`config.mk`:
```
export PLATFORM = sky130hd
export DESIGN_NAME = ram_arbiter
export DESIGN_NICKNAME = d
export VERILOG_FILES = /design/src/rtl/ram_arbiter_pkg.sv /design/src/rtl/ram_arbiter_pick.sv /design/src/rtl/ram_arbiter.sv
export SDC_FILE = /design/constraint.sdc
export NUM_CORES = 1
export LEC_CHECK = 0
export ABC_AREA = 1
export ABC_CLOCK_PERIOD_IN_PS = 2750
export CORE_MARGIN = 10
export CORE_UTILIZATION = 42
export DETAILED_ROUTE_END_ITERATION = 16
export PLACE_DENSITY = 0.94
export SYNTH_ARGS = -nofsm -noshare
export SYNTH_HDL_FRONTEND = slang
export SYNTH_SLANG_ARGS = --single-unit
```
`constraint.sdc`:
```
create_clock -name clk -period 2.75 [get_ports clk]
set_clock_uncertainty 0.05 [all_clocks]
set_input_delay 0.55 -clock clk [delete_from_list [all_inputs] [get_ports clk]]
set_output_delay 0.55 -clock clk [all_outputs]
set_load 0.05 [all_outputs]
```
`src/rtl/ram_arbiter_pkg.sv`:
```
// Shared definitions for the two-port RAM arbiter: widths, port indices and
// the command word a requester presents.
package ram_arbiter_pkg;

    localparam int ADDR_W = 8;
    localparam int DATA_W = 12;

    // Port indices into the two-bit request/grant vectors.
    localparam logic PORT_CPU    = 1'b0;
    localparam logic PORT_LOADER = 1'b1;

    // One RAM access as presented by a requester.
    typedef struct packed {
        logic              we;
        logic [ADDR_W-1:0] addr;
        logic [DATA_W-1:0] wdata;
    } ram_cmd_t;

endpackage

```
`src/rtl/ram_arbiter_pick.sv`:
```
// Two-way grant selection for the RAM arbiter.
// Fixed priority (CPU port wins) by default; with RAM_ARBITER_ROUND_ROBIN_EN
// defined, contention is resolved in favour of the port not granted last.
module ram_arbiter_pick
    import ram_arbiter_pkg::*;
(
    input  logic [1:0] req,
`ifdef RAM_ARBITER_ROUND_ROBIN_EN
    input  logic       last,
`endif
    output logic [1:0] gnt
);

    // At most one grant; an uncontested request always wins.
    always_comb begin
        gnt = 2'b00;
`ifdef RAM_ARBITER_ROUND_ROBIN_EN
        if (req[PORT_CPU] && req[PORT_LOADER]) begin
            if (last == PORT_LOADER) gnt[PORT_CPU]    = 1'b1;
            else                     gnt[PORT_LOADER] = 1'b1;
        end else if (req[PORT_CPU]) begin
            gnt[PORT_CPU] = 1'b1;
        end else if (req[PORT_LOADER]) begin
            gnt[PORT_LOADER] = 1'b1;
        end
`else
        if (req[PORT_CPU])         gnt[PORT_CPU]    = 1'b1;
        else if (req[PORT_LOADER]) gnt[PORT_LOADER] = 1'b1;
`endif
    end

endmodule

```
`src/rtl/ram_arbiter.sv`:
```
// Two-requester arbiter in front of the single-port program/data RAM.
// Grant in cycle N registers the command for N+1; read data from the RAM's
// combinational path is captured at the end of N+1 and flagged valid in N+2.
// Optional feature macro: RAM_ARBITER_ROUND_ROBIN_EN (round-robin on contention).
module ram_arbiter
    import ram_arbiter_pkg::*;
#(
    parameter int ADDR_W = ram_arbiter_pkg::ADDR_W,
    parameter int DATA_W = ram_arbiter_pkg::DATA_W
) (
    input  logic              clk,
    input  logic              rst,

    input  logic              m0_req,
    input  logic              m0_we,
    input  logic [ADDR_W-1:0] m0_addr,
    input  logic [DATA_W-1:0] m0_wdata,
    output logic              m0_gnt,
    output logic              m0_rvalid,
    output logic [DATA_W-1:0] m0_rdata,

    input  logic              m1_req,
    input  logic              m1_we,
    input  logic [ADDR_W-1:0] m1_addr,
    input  logic [DATA_W-1:0] m1_wdata,
    output logic              m1_gnt,
    output logic              m1_rvalid,
    output logic [DATA_W-1:0] m1_rdata,

    output logic [ADDR_W-1:0] ram_addr,
    output logic [DATA_W-1:0] ram_din,
    output logic              ram_we,
    input  logic [DATA_W-1:0] ram_dout
);

    logic [1:0]        req;
    logic [1:0]        gnt;
    logic              sel_we;
    logic [ADDR_W-1:0] sel_addr;
    logic [DATA_W-1:0] sel_wdata;
    logic              rd_pend;
    logic              rd_owner;

    // Requests seen while in reset are masked so no grant is issued.
    assign req = {m1_req & ~rst, m0_req & ~rst};

`ifdef RAM_ARBITER_ROUND_ROBIN_EN
    logic rr_last;

    ram_arbiter_pick u_pick (
        .req  (req),
        .last (rr_last),
        .gnt  (gnt)
    );

    // Remember which port took the most recent grant.
    always_ff @(posedge clk) begin
        if (rst)         rr_last <= PORT_LOADER;
        else if (|gnt)   rr_last <= gnt[PORT_LOADER];
    end
`else
    ram_arbiter_pick u_pick (
        .req (req),
        .gnt (gnt)
    );
`endif

    assign m0_gnt = gnt[PORT_CPU];
    assign m1_gnt = gnt[PORT_LOADER];

    // Command of the granted port.
    always_comb begin
        sel_we    = m0_we;
        sel_addr  = m0_addr;
        sel_wdata = m0_wdata;
        if (gnt[PORT_LOADER]) begin
            sel_we    = m1_we;
            sel_addr  = m1_addr;
            sel_wdata = m1_wdata;
        end
    end

    // RAM command register; address/data hold through idle cycles.
    always_ff @(posedge clk) begin
        if (rst) begin
            ram_addr <= '0;
            ram_din  <= '0;
            ram_we   <= 1'b0;
            rd_pend  <= 1'b0;
            rd_owner <= PORT_CPU;
        end else if (|gnt) begin
            ram_addr <= sel_addr;
            ram_din  <= sel_wdata;
            ram_we   <= sel_we;
            rd_pend  <= ~sel_we;
            rd_owner <= gnt[PORT_LOADER];
        end else begin
            ram_we   <= 1'b0;
            rd_pend  <= 1'b0;
        end
    end

    // Return read data to the owning port one cycle after the RAM access.
    always_ff @(posedge clk) begin
        if (rst) begin
            m0_rvalid <= 1'b0;
            m1_rvalid <= 1'b0;
            m0_rdata  <= '0;
            m1_rdata  <= '0;
        end else begin
            m0_rvalid <= rd_pend && (rd_owner == PORT_CPU);
            m1_rvalid <= rd_pend && (rd_owner == PORT_LOADER);
            if (rd_pend && (rd_owner == PORT_CPU))    m0_rdata <= ram_dout;
            if (rd_pend && (rd_owner == PORT_LOADER)) m1_rdata <= ram_dout;
        end
    end

endmodule

```
==> metrics.csv, run 1 <==
stage;metric;value;unit
floorplan;number of standard-cell rows in the floorplan;25;
clocking;Resized cells post-CTS;0;
worst_setup_path;element type at the critical path end;output pin;
worst_setup_path;kind of launch point of the worst setup path;input port;
sta;total setup violations reported at the end of the flow;0;
clocking;clock edge transition at the registers on the reported setup and hold paths;0.08;ns
global_routing;largest net degree at the start of global routing;27;
route;total length of routed wires;6270;um
power_and_ir_drop;power per cell area;534;nW/um^2
layout;Area growth, synth to finish;58.7;%
yosys;total of warnings raised by yosys;0;
global_routing;number of global-route vias before repair;2164;
floorplan;core outline area;4720;um^2
worst_setup_path;Bufs and invs on worst path;4;
global_routing;number of antenna violations at the first check in global routing;0;
placed_design;DP Wirelength;4980;um
yosys;Post-synth ARST share;0;
yosys;cell taking the most area after synthesis;sky130_fd_sc_hd__dfxtp_1;
clocking;H-tree levels;2;
floorplan;top-level port count;107;
worst_setup_path;CP arrival;1.77;ns
yosys;cell types with the largest area share after synthesis;sky130_fd_sc_hd__dfxtp_1 48%, sky130_fd_sc_hd__nand2_1 12%, sky130_fd_sc_hd__nor2_1 9.3%;
worst_setup_path;crit path cell chain;clkdlybuf4s50_1 > inv_2 > nand2_2 > inv_1 > buf_12;
route;number of nets still failing antenna checks after routing;0;
route;per-cell via count in the routed design;4.56;
floorplan;die extent in y;89.9;um
worst_setup_path;peak fanout along the critical path;26;
floorplan;effective utilization at floorplan;0.434;
yosys;EDFF count, synth;0;
yosys;Primary FF master, synth;sky130_fd_sc_hd__dfxtp_1;
yosys;synthesized area per cell;6.84;um^2
global_routing;final global-route overflow total;0;
worst_hold_path;min-delay worst type;reg2reg;
layout;Net count, final;458;
power_and_ir_drop;reported leakage power;0.00154;uW
route;first-pass detailed-route iteration total;4;
clocking;clock buffer depth;2;
clocking;Sinks on Clock Net;49;
global_routing;wire length of the first global-routing pass;10100;um
yosys;number of instances in the synthesized netlist;300;
sta;final period demand of the worst path;2.37;ns
clocking;clock tree from TritonCTS;built;
sta;Max Clock Freq;423;MHz
sta;Max Transition Viols Final;0;
route;drc violations;0;
floorplan;Total Die Area;8080;um^2
sta;setup repair after global routing missed its margin;false;
clocking;number of clock buffers inserted by TritonCTS;5;
worst_setup_path;worst setup path class;in2out;
worst_setup_path;maximum single-stage delay on the critical path;0.51;ns
clocking;clock root cell;sky130_fd_sc_hd__clkbuf_8;
layout;Layout Cells excl Fill;467;
worst_setup_path;family with the most delay on the worst path;buffers and inverters;
layout;highest-count cells in the layout ignoring fill and taps;104 x sky130_fd_sc_hd__clkdlybuf4s50_1, 64 x sky130_fd_sc_hd__nand2_1, 51 x sky130_fd_sc_hd__nor2_1, 49 x sky130_fd_sc_hd__dfxtp_1, 47 x sky130_fd_sc_hd__inv_1;
yosys;cell area after synthesis;2050;um^2
layout;fraction of layout instances using a drive strength above 1;0.0425;
power_and_ir_drop;Peak supply drop;0.266;mV
yosys;post-synthesis cell type count;16;
sta;Fin Setup TNS;0;ns
placed_design;routability congestion estimate;0.854;
layout;# diodes;0;
clocking;clock network latency to the later pin of the worst-skew pair;0.29;ns
layout;most common library cell in the layout ignoring fill and taps;sky130_fd_sc_hd__clkdlybuf4s50_1;
route;Iter 0 DRT Violations;51;
sta;slew at the pin closest to its max-slew limit;0.605;ns
clocking;post-CTS setup buffer count;0;
route;detail-routed net length per standard cell;13.4;um
yosys;number of register bits inferred by synthesis;49;
route;total vias in the final route;2128;
sta;hold violation count in the final report;0;
worst_setup_path;CP Data Required Time;2.15;ns
placed_design;DP Cell Count;460;
yosys;top-area cell type share of the netlist area;0.478;
sta;Final Cycle Share;0.861;
sta;worst hold slack across all endpoints;0.422;ns
run_status;status;finished, final reports clean;
run;Maximum Capacitance Violations;0;
floorplan;Die Span X;89.9;um
worst_setup_path;library cell contributing the largest single delay on the critical path;sky130_fd_sc_hd__clkdlybuf4s50_1;
sta;Slew Limit Headroom;0.596;
placed_design;Buffers on Ports;106;
clocking;number of hold buffers added after CTS;0;
global_routing;Total GRT Usage;0.149;
power_and_ir_drop;power after layout;1740;uW
yosys;share of the yosys chip area belonging to registers;0.478;
yosys;Post-Syn Nets;358;
registers in the layout (all words and copies together), names as in the netlist:
name and cells:
m0_rdata 12, m1_rdata 12, ram_din 12, ram_addr 8, m0_rvalid 1, m1_rvalid 1
ram_we 1, rd_owner 1, rd_pend 1
routing by layer:
layer / vias up / part of all wire / GRT usage
met5: - / 0 / 0
met4: 0 / 0.020 / 0.0504
met3: 10 / 0.10 / 0.0790
met2: 80 / 0.48 / 0.267
met1: 934 / 0.39 / 0.144
li1: 1104 / - / -
cell type report:
class,instances,area (um^2)
clock buffer,5,68.8
clock inverter,2,35.0
fill,413,1470
inverter,48,180
multi-input combinational,187,805
sequential,49,981
tap,67,83.8
timing repair buffer,109,1100
stage by stage:
stage,utilization,setup slack [ns],instance area (um^2)
CTS,0.690,0.390,3260
finish,0.690,0.384,3260
global route,0.690,0.303,3260
floorplan,-,0.916,2050
global placement,0.668,0.446,3150
detailed placement,0.668,0.405,3150
worst paths after layout:
path                       startpoint                        to  slack [ns]  depth (start not counted)
max                               rst                    m0_gnt        0.38                          5
min reg2reg  ram_addr[0]$_SDFFE_PP0P_  ram_addr[0]$_SDFFE_PP0P_        0.42                          2
min          ram_addr[0]$_SDFFE_PP0P_  ram_addr[0]$_SDFFE_PP0P_        0.42                          2
max reg2reg     rd_owner$_SDFFE_PP0P_  m0_rdata[5]$_SDFFE_PP0P_        1.41                          5
cells by family (layout without fill, tap and decap cells):
| family | after synthesis | after routing | share of synthesized area |
|---|---|---|---|
| buffers and inverters | 64 | 164 | 0.130 |
| AO/OA/AOI/OAI | 45 | 45 | 0.111 |
| flip-flops | 49 | 49 | 0.478 |
| AND/OR/NAND/NOR | 142 | 142 | 0.281 |
worst min-delay path, delay by kind of cell, from the launching register on:
family           cells  cell delay (ns)
DFF                  1             0.32
and+or+nand+nor      2             0.12
synthesized netlist by cell type (3+ instances only):
| cell | count |
|---|---|
| sky130_fd_sc_hd__buf_4 | 3 |
| sky130_fd_sc_hd__nand3_1 | 23 |
| sky130_fd_sc_hd__o21ai_1 | 19 |
| sky130_fd_sc_hd__o21ai_0 | 24 |
| sky130_fd_sc_hd__clkbuf_1 | 6 |
| sky130_fd_sc_hd__inv_1 | 47 |
| sky130_fd_sc_hd__buf_2 | 6 |
| sky130_fd_sc_hd__nand2_1 | 64 |
| sky130_fd_sc_hd__dfxtp_1 | 49 |
| sky130_fd_sc_hd__nand2_2 | 3 |
| sky130_fd_sc_hd__nor2_1 | 51 |
where the power goes:
part | switching (uW) | leakage [uW] | total (uW) | internal [uW]
Combinational | 282 | 0.00108 | 471 | 189
Sequential | 23.2 | 0.000403 | 779 | 756
Clock | 223 | 0.0000540 | 488 | 264
Total | 529 | 0.00154 | 1740 | 1210
No activity file was read; power rests on OpenSTA's default activity.
==> run 2: changes to the inputs <==
--- a/config.mk
+++ b/config.mk
@@ -10,7 +10,8 @@
 export CORE_MARGIN = 10
 export CORE_UTILIZATION = 42
 export DETAILED_ROUTE_END_ITERATION = 16
-export PLACE_DENSITY = 0.94
+export PLACE_DENSITY_LB_ADDON = 0.2
 export SYNTH_ARGS = -nofsm -noshare
 export SYNTH_HDL_FRONTEND = slang
+export SYNTH_HIERARCHICAL = 1
 export SYNTH_SLANG_ARGS = --single-unit
==> run 2 against run 1 <==
Effect of this change:
- sequential share of layout area fell by 0.058 points
- hold slack improved by 0.011 ns
- critical path depth fell by 1
- register-to-register slack improved by 0.08 ns
- critical path type unchanged
- largest power group unchanged
==> metrics.csv, run 2 <==
stage;metric;value;unit;change
sta;Max Transition Viols Final;0;;unchanged
sta;final period demand of the worst path;2.33;ns;-0.0367 ns
yosys;Post-synth ARST share;0;;unchanged
sta;Final Cycle Share;0.847;;-0.0133
sta;total setup violations reported at the end of the flow;0;;unchanged
yosys;most numerous cell types in the synthesized netlist;64 x sky130_fd_sc_hd__nand2_1, 53 x sky130_fd_sc_hd__nor2_1, 49 x sky130_fd_sc_hd__dfxtp_1, 30 x sky130_fd_sc_hd__nand3_1, 23 x sky130_fd_sc_hd__inv_1;;
power_and_ir_drop;fraction of power consumed by sequential logic;0.446;;-0.002
worst_setup_path;peak fanout along the critical path;22;;-15%
power_and_ir_drop;Cell Int Power;1210;uW;+0.44%
yosys;compound-cell area share of the yosys netlist;0.0645;;-0.0465
yosys;number of register bits inferred by synthesis;49;;unchanged
power_and_ir_drop;Switch Pwr;491;uW;-7.0%
clocking;clock root cell;sky130_fd_sc_hd__clkbuf_8;;
route;detail-routed net length per standard cell;13.4;um;-0.16%
layout;highest-count cells in the layout ignoring fill and taps;104 x sky130_fd_sc_hd__clkdlybuf4s50_1, 64 x sky130_fd_sc_hd__nand2_1, 52 x sky130_fd_sc_hd__nor2_1, 49 x sky130_fd_sc_hd__dfxtp_1, 30 x sky130_fd_sc_hd__nand3_1;;
floorplan;core outline area;4720;um^2;unchanged
global_routing;largest net degree at the start of global routing;37;;+37%
layout;Area growth, synth to finish;58.7;%;about the same
global_routing;Total GRT Usage;0.146;;-0.00365
run;Maximum Capacitance Violations;0;;unchanged
floorplan;die extent in y;90.0;um;about the same
placed_design;routability congestion estimate;0.770;;-9.8%
worst_setup_path;element type at the critical path end;output pin;;
sta;slew at the pin closest to its max-slew limit;0.539;ns;-0.0654 ns
sta;Slew Limit Headroom;0.639;;+0.0429
worst_hold_path;endpoint of the worst hold path;m0_rdata[4]$_SDFFE_PP0P_;;
clocking;clock network latency to the later pin of the worst-skew pair;0.30;ns;about the same
yosys;simple-gate area share of the yosys netlist;0.350;;+0.0689
sta;worst hold slack across all endpoints;0.433;ns;+0.0109 ns
yosys;multiplexer share of the synthesized area;0;;unchanged
yosys;number of instances in the synthesized netlist;281;;-6.3%
yosys;Post-Synth XOR/XNOR Area;0;;unchanged
clocking;Sinks on Clock Net;49;;unchanged
route;total length of routed wires;6030;um;-3.8%
route;number of nets still failing antenna checks after routing;0;;unchanged
floorplan;Total Die Area;8090;um^2;+0.14%
yosys;post-synthesis cell type count;19;;+3
floorplan;number of standard-cell rows in the floorplan;25;;unchanged
yosys;cell taking the most area after synthesis;sky130_fd_sc_hd__dfxtp_1;;
sta;hold violation count in the final report;0;;unchanged
route;drc violations;0;;unchanged
worst_setup_path;startpoint of the most critical register-to-register path;rd_owner$_SDFFE_PP0P_;;
clocking;number of hold buffers added after CTS;0;;unchanged
route;Iter 0 DRT Violations;83;;+63%
yosys;top-area cell type share of the netlist area;0.477;;-0.000873
global_routing;final global-route overflow total;0;;unchanged
yosys;cell types with the largest area share after synthesis;sky130_fd_sc_hd__dfxtp_1 48%, sky130_fd_sc_hd__nand2_1 12%, sky130_fd_sc_hd__nor2_1 9.7%;;
power_and_ir_drop;Clk network pwr share;0.313;;+0.032
floorplan;effective utilization at floorplan;0.435;;+0.000795
worst_setup_path;CP arrival;1.73;ns;-0.04 ns
worst_setup_path;flop2flop setup slack;1.49;ns;+0.08 ns
worst_setup_path;Register-to-Register Path Depth;4;;-1
clocking;clock edge transition at the registers on the reported setup and hold paths;0.08;ns;about the same
global_routing;number of antenna violations at the first check in global routing;0;;unchanged
floorplan;top-level port count;107;;unchanged
yosys;cell with the most instances after synthesis;sky130_fd_sc_hd__nand2_1;;
layout;registers with the most flip-flops;m0_rdata (12), m1_rdata (12), ram_din (12);;
global_routing;number of global-route vias before repair;2036;;-5.9%
worst_hold_path;startpoint of the worst hold path;m0_rdata[4]$_SDFFE_PP0P_;;
yosys;EDFF count, synth;0;;unchanged
yosys;total of warnings raised by yosys;6;;+6
layout;fraction of layout instances using a drive strength above 1;0.0888;;+0.0463
power_and_ir_drop;Peak supply drop;0.237;mV;-11%
route;total vias in the final route;2045;;-3.9%
global_routing;wire length of the first global-routing pass;9800;um;-2.7%
layout;# diodes;0;;unchanged
worst_setup_path;CP Data Required Time;2.15;ns;about the same
sta;Fin Setup TNS;0;ns;unchanged
sta;Max Clock Freq;429;MHz;+1.6%
clocking;Resized cells post-CTS;0;;unchanged
yosys;synthesized area per cell;7.32;um^2;+7.0%
yosys;main combinational cell family by area after synthesis;simple AND/OR/NAND/NOR gates;;
yosys;adder-cell share of the synthesized area;0;;unchanged
route;per-cell via count in the routed design;4.54;;-0.27%
yosys;share of the yosys chip area belonging to registers;0.477;;-0.000873
placed_design;Buffers on Ports;106;;unchanged
sta;setup repair after global routing missed its margin;false;;
floorplan;Die Span X;90.0;um;about the same
layout;most common library cell in the layout ignoring fill and taps;sky130_fd_sc_hd__clkdlybuf4s50_1;;
power_and_ir_drop;proportion of power drawn by combinational gates;0.241;;-0.030
worst_setup_path;reg2reg end;m1_rdata[4]$_SDFFE_PP0P_;;
route;first-pass detailed-route iteration total;6;;+2
clocking;clock buffer depth;2;;unchanged
worst_setup_path;kind of launch point of the worst setup path;input port;;
power_and_ir_drop;power per cell area;523;nW/um^2;-2.0%
yosys;cell area after synthesis;2060;um^2;+0.18%
yosys;Post-Syn Nets;339;;-5.3%
yosys;Primary FF master, synth;sky130_fd_sc_hd__dfxtp_1;;
run_status;status;finished, final reports clean;;
clocking;number of clock buffers inserted by TritonCTS;5;;unchanged
worst_hold_path;min-delay worst type;reg2reg;;
clocking;clock tree from TritonCTS;built;;
power_and_ir_drop;switching share of total power;0.288;;-0.0161
worst_hold_path;worst hold path depth;2;;unchanged
power_and_ir_drop;reported leakage power;0.00142;uW;-7.9%
worst_setup_path;worst setup path class;in2out;;
layout;Net count, final;440;;-3.9%
clocking;post-CTS setup buffer count;0;;unchanged
clocking;H-tree levels;2;;unchanged
placed_design;DP Wirelength;4660;um;-6.4%
## run 2: cell types whose count changed after synthesis, sizes merged
cell,change
a21boi,+1
and3,+1
buf,+5
clkbuf,-4
inv,-20
nand2,-2
nand3,+17
nor2,+3
o21a,-1
o21ai,-19
## run 2: area by class of cell
class                   instances  area, um^2
fillers                       417        1460
flip-flops and latches         49         981
repair buffers                111        1120
inverters                      28         105
multi-input cells             187         855
clock buffers                   6        82.6
clock inverters                 2        37.5
well taps                      67        83.8
## run 2: logic make-up (layout without fill, tap and decap cells)
logic type,after synthesis,after routing
buffers and inverters,45,147
AOI/OAI and AO/OA,26,26
and+or+nand+nor,161,161
DFF,49,49
## run 2: worst max-delay path, stage by stage
cell and delay (ns):
sky130_fd_sc_hd__clkdlybuf4s50_1 0.47, sky130_fd_sc_hd__nor2_2 0.17, sky130_fd_sc_hd__buf_4 0.34, sky130_fd_sc_hd__buf_12 0.18
## run 2: per-stage QoR
step | area, um^2 | util | total power (uW) | cells | setup WS (ns)
6_report | 3260 | 0.691 | 1710 | 450 | 0.420
5_1_grt | 3260 | 0.691 | 1780 | 450 | 0.352
4_1_cts | 3260 | 0.691 | 1720 | 450 | 0.421
3_5_place_dp | 3140 | 0.665 | 1190 | 442 | 0.427
3_3_place_gp | 3140 | 0.665 | 1190 | 442 | 0.426
2_1_floorplan | 2060 | - | 1010 | 281 | 0.825
## run 2: routing by layer
metal	up-vias	share of wire	GRT usage
met3	7	0.12	0.0956
met4	0	0.0094	0.0358
li1	1073	-	-
met5	-	0	0
met1	897	0.40	0.150
met2	68	0.47	0.241
## run 2: worst max-delay path by stage
stage	from	endpoint	cells past startpoint
3_3_place_gp	rst	m0_gnt	4
5_1_grt	rst	m0_gnt	4
2_1_floorplan	m1_req	ram_addr[0]$_SDFFE_PP0P_	10
6_report	rst	m0_gnt	4
4_1_cts	rst	m0_gnt	4
3_5_place_dp	rst	m0_gnt	4
## run 2: power by group through the flow
stage          clock network, uW  registers (uW)  logic (uW)
3_5_place_dp                   0             778         414
5_1_grt                      576             766         443
4_1_cts                      545             762         416
6_report                     534             762         411
2_1_floorplan                  0             893         122
3_3_place_gp                   0             777         411
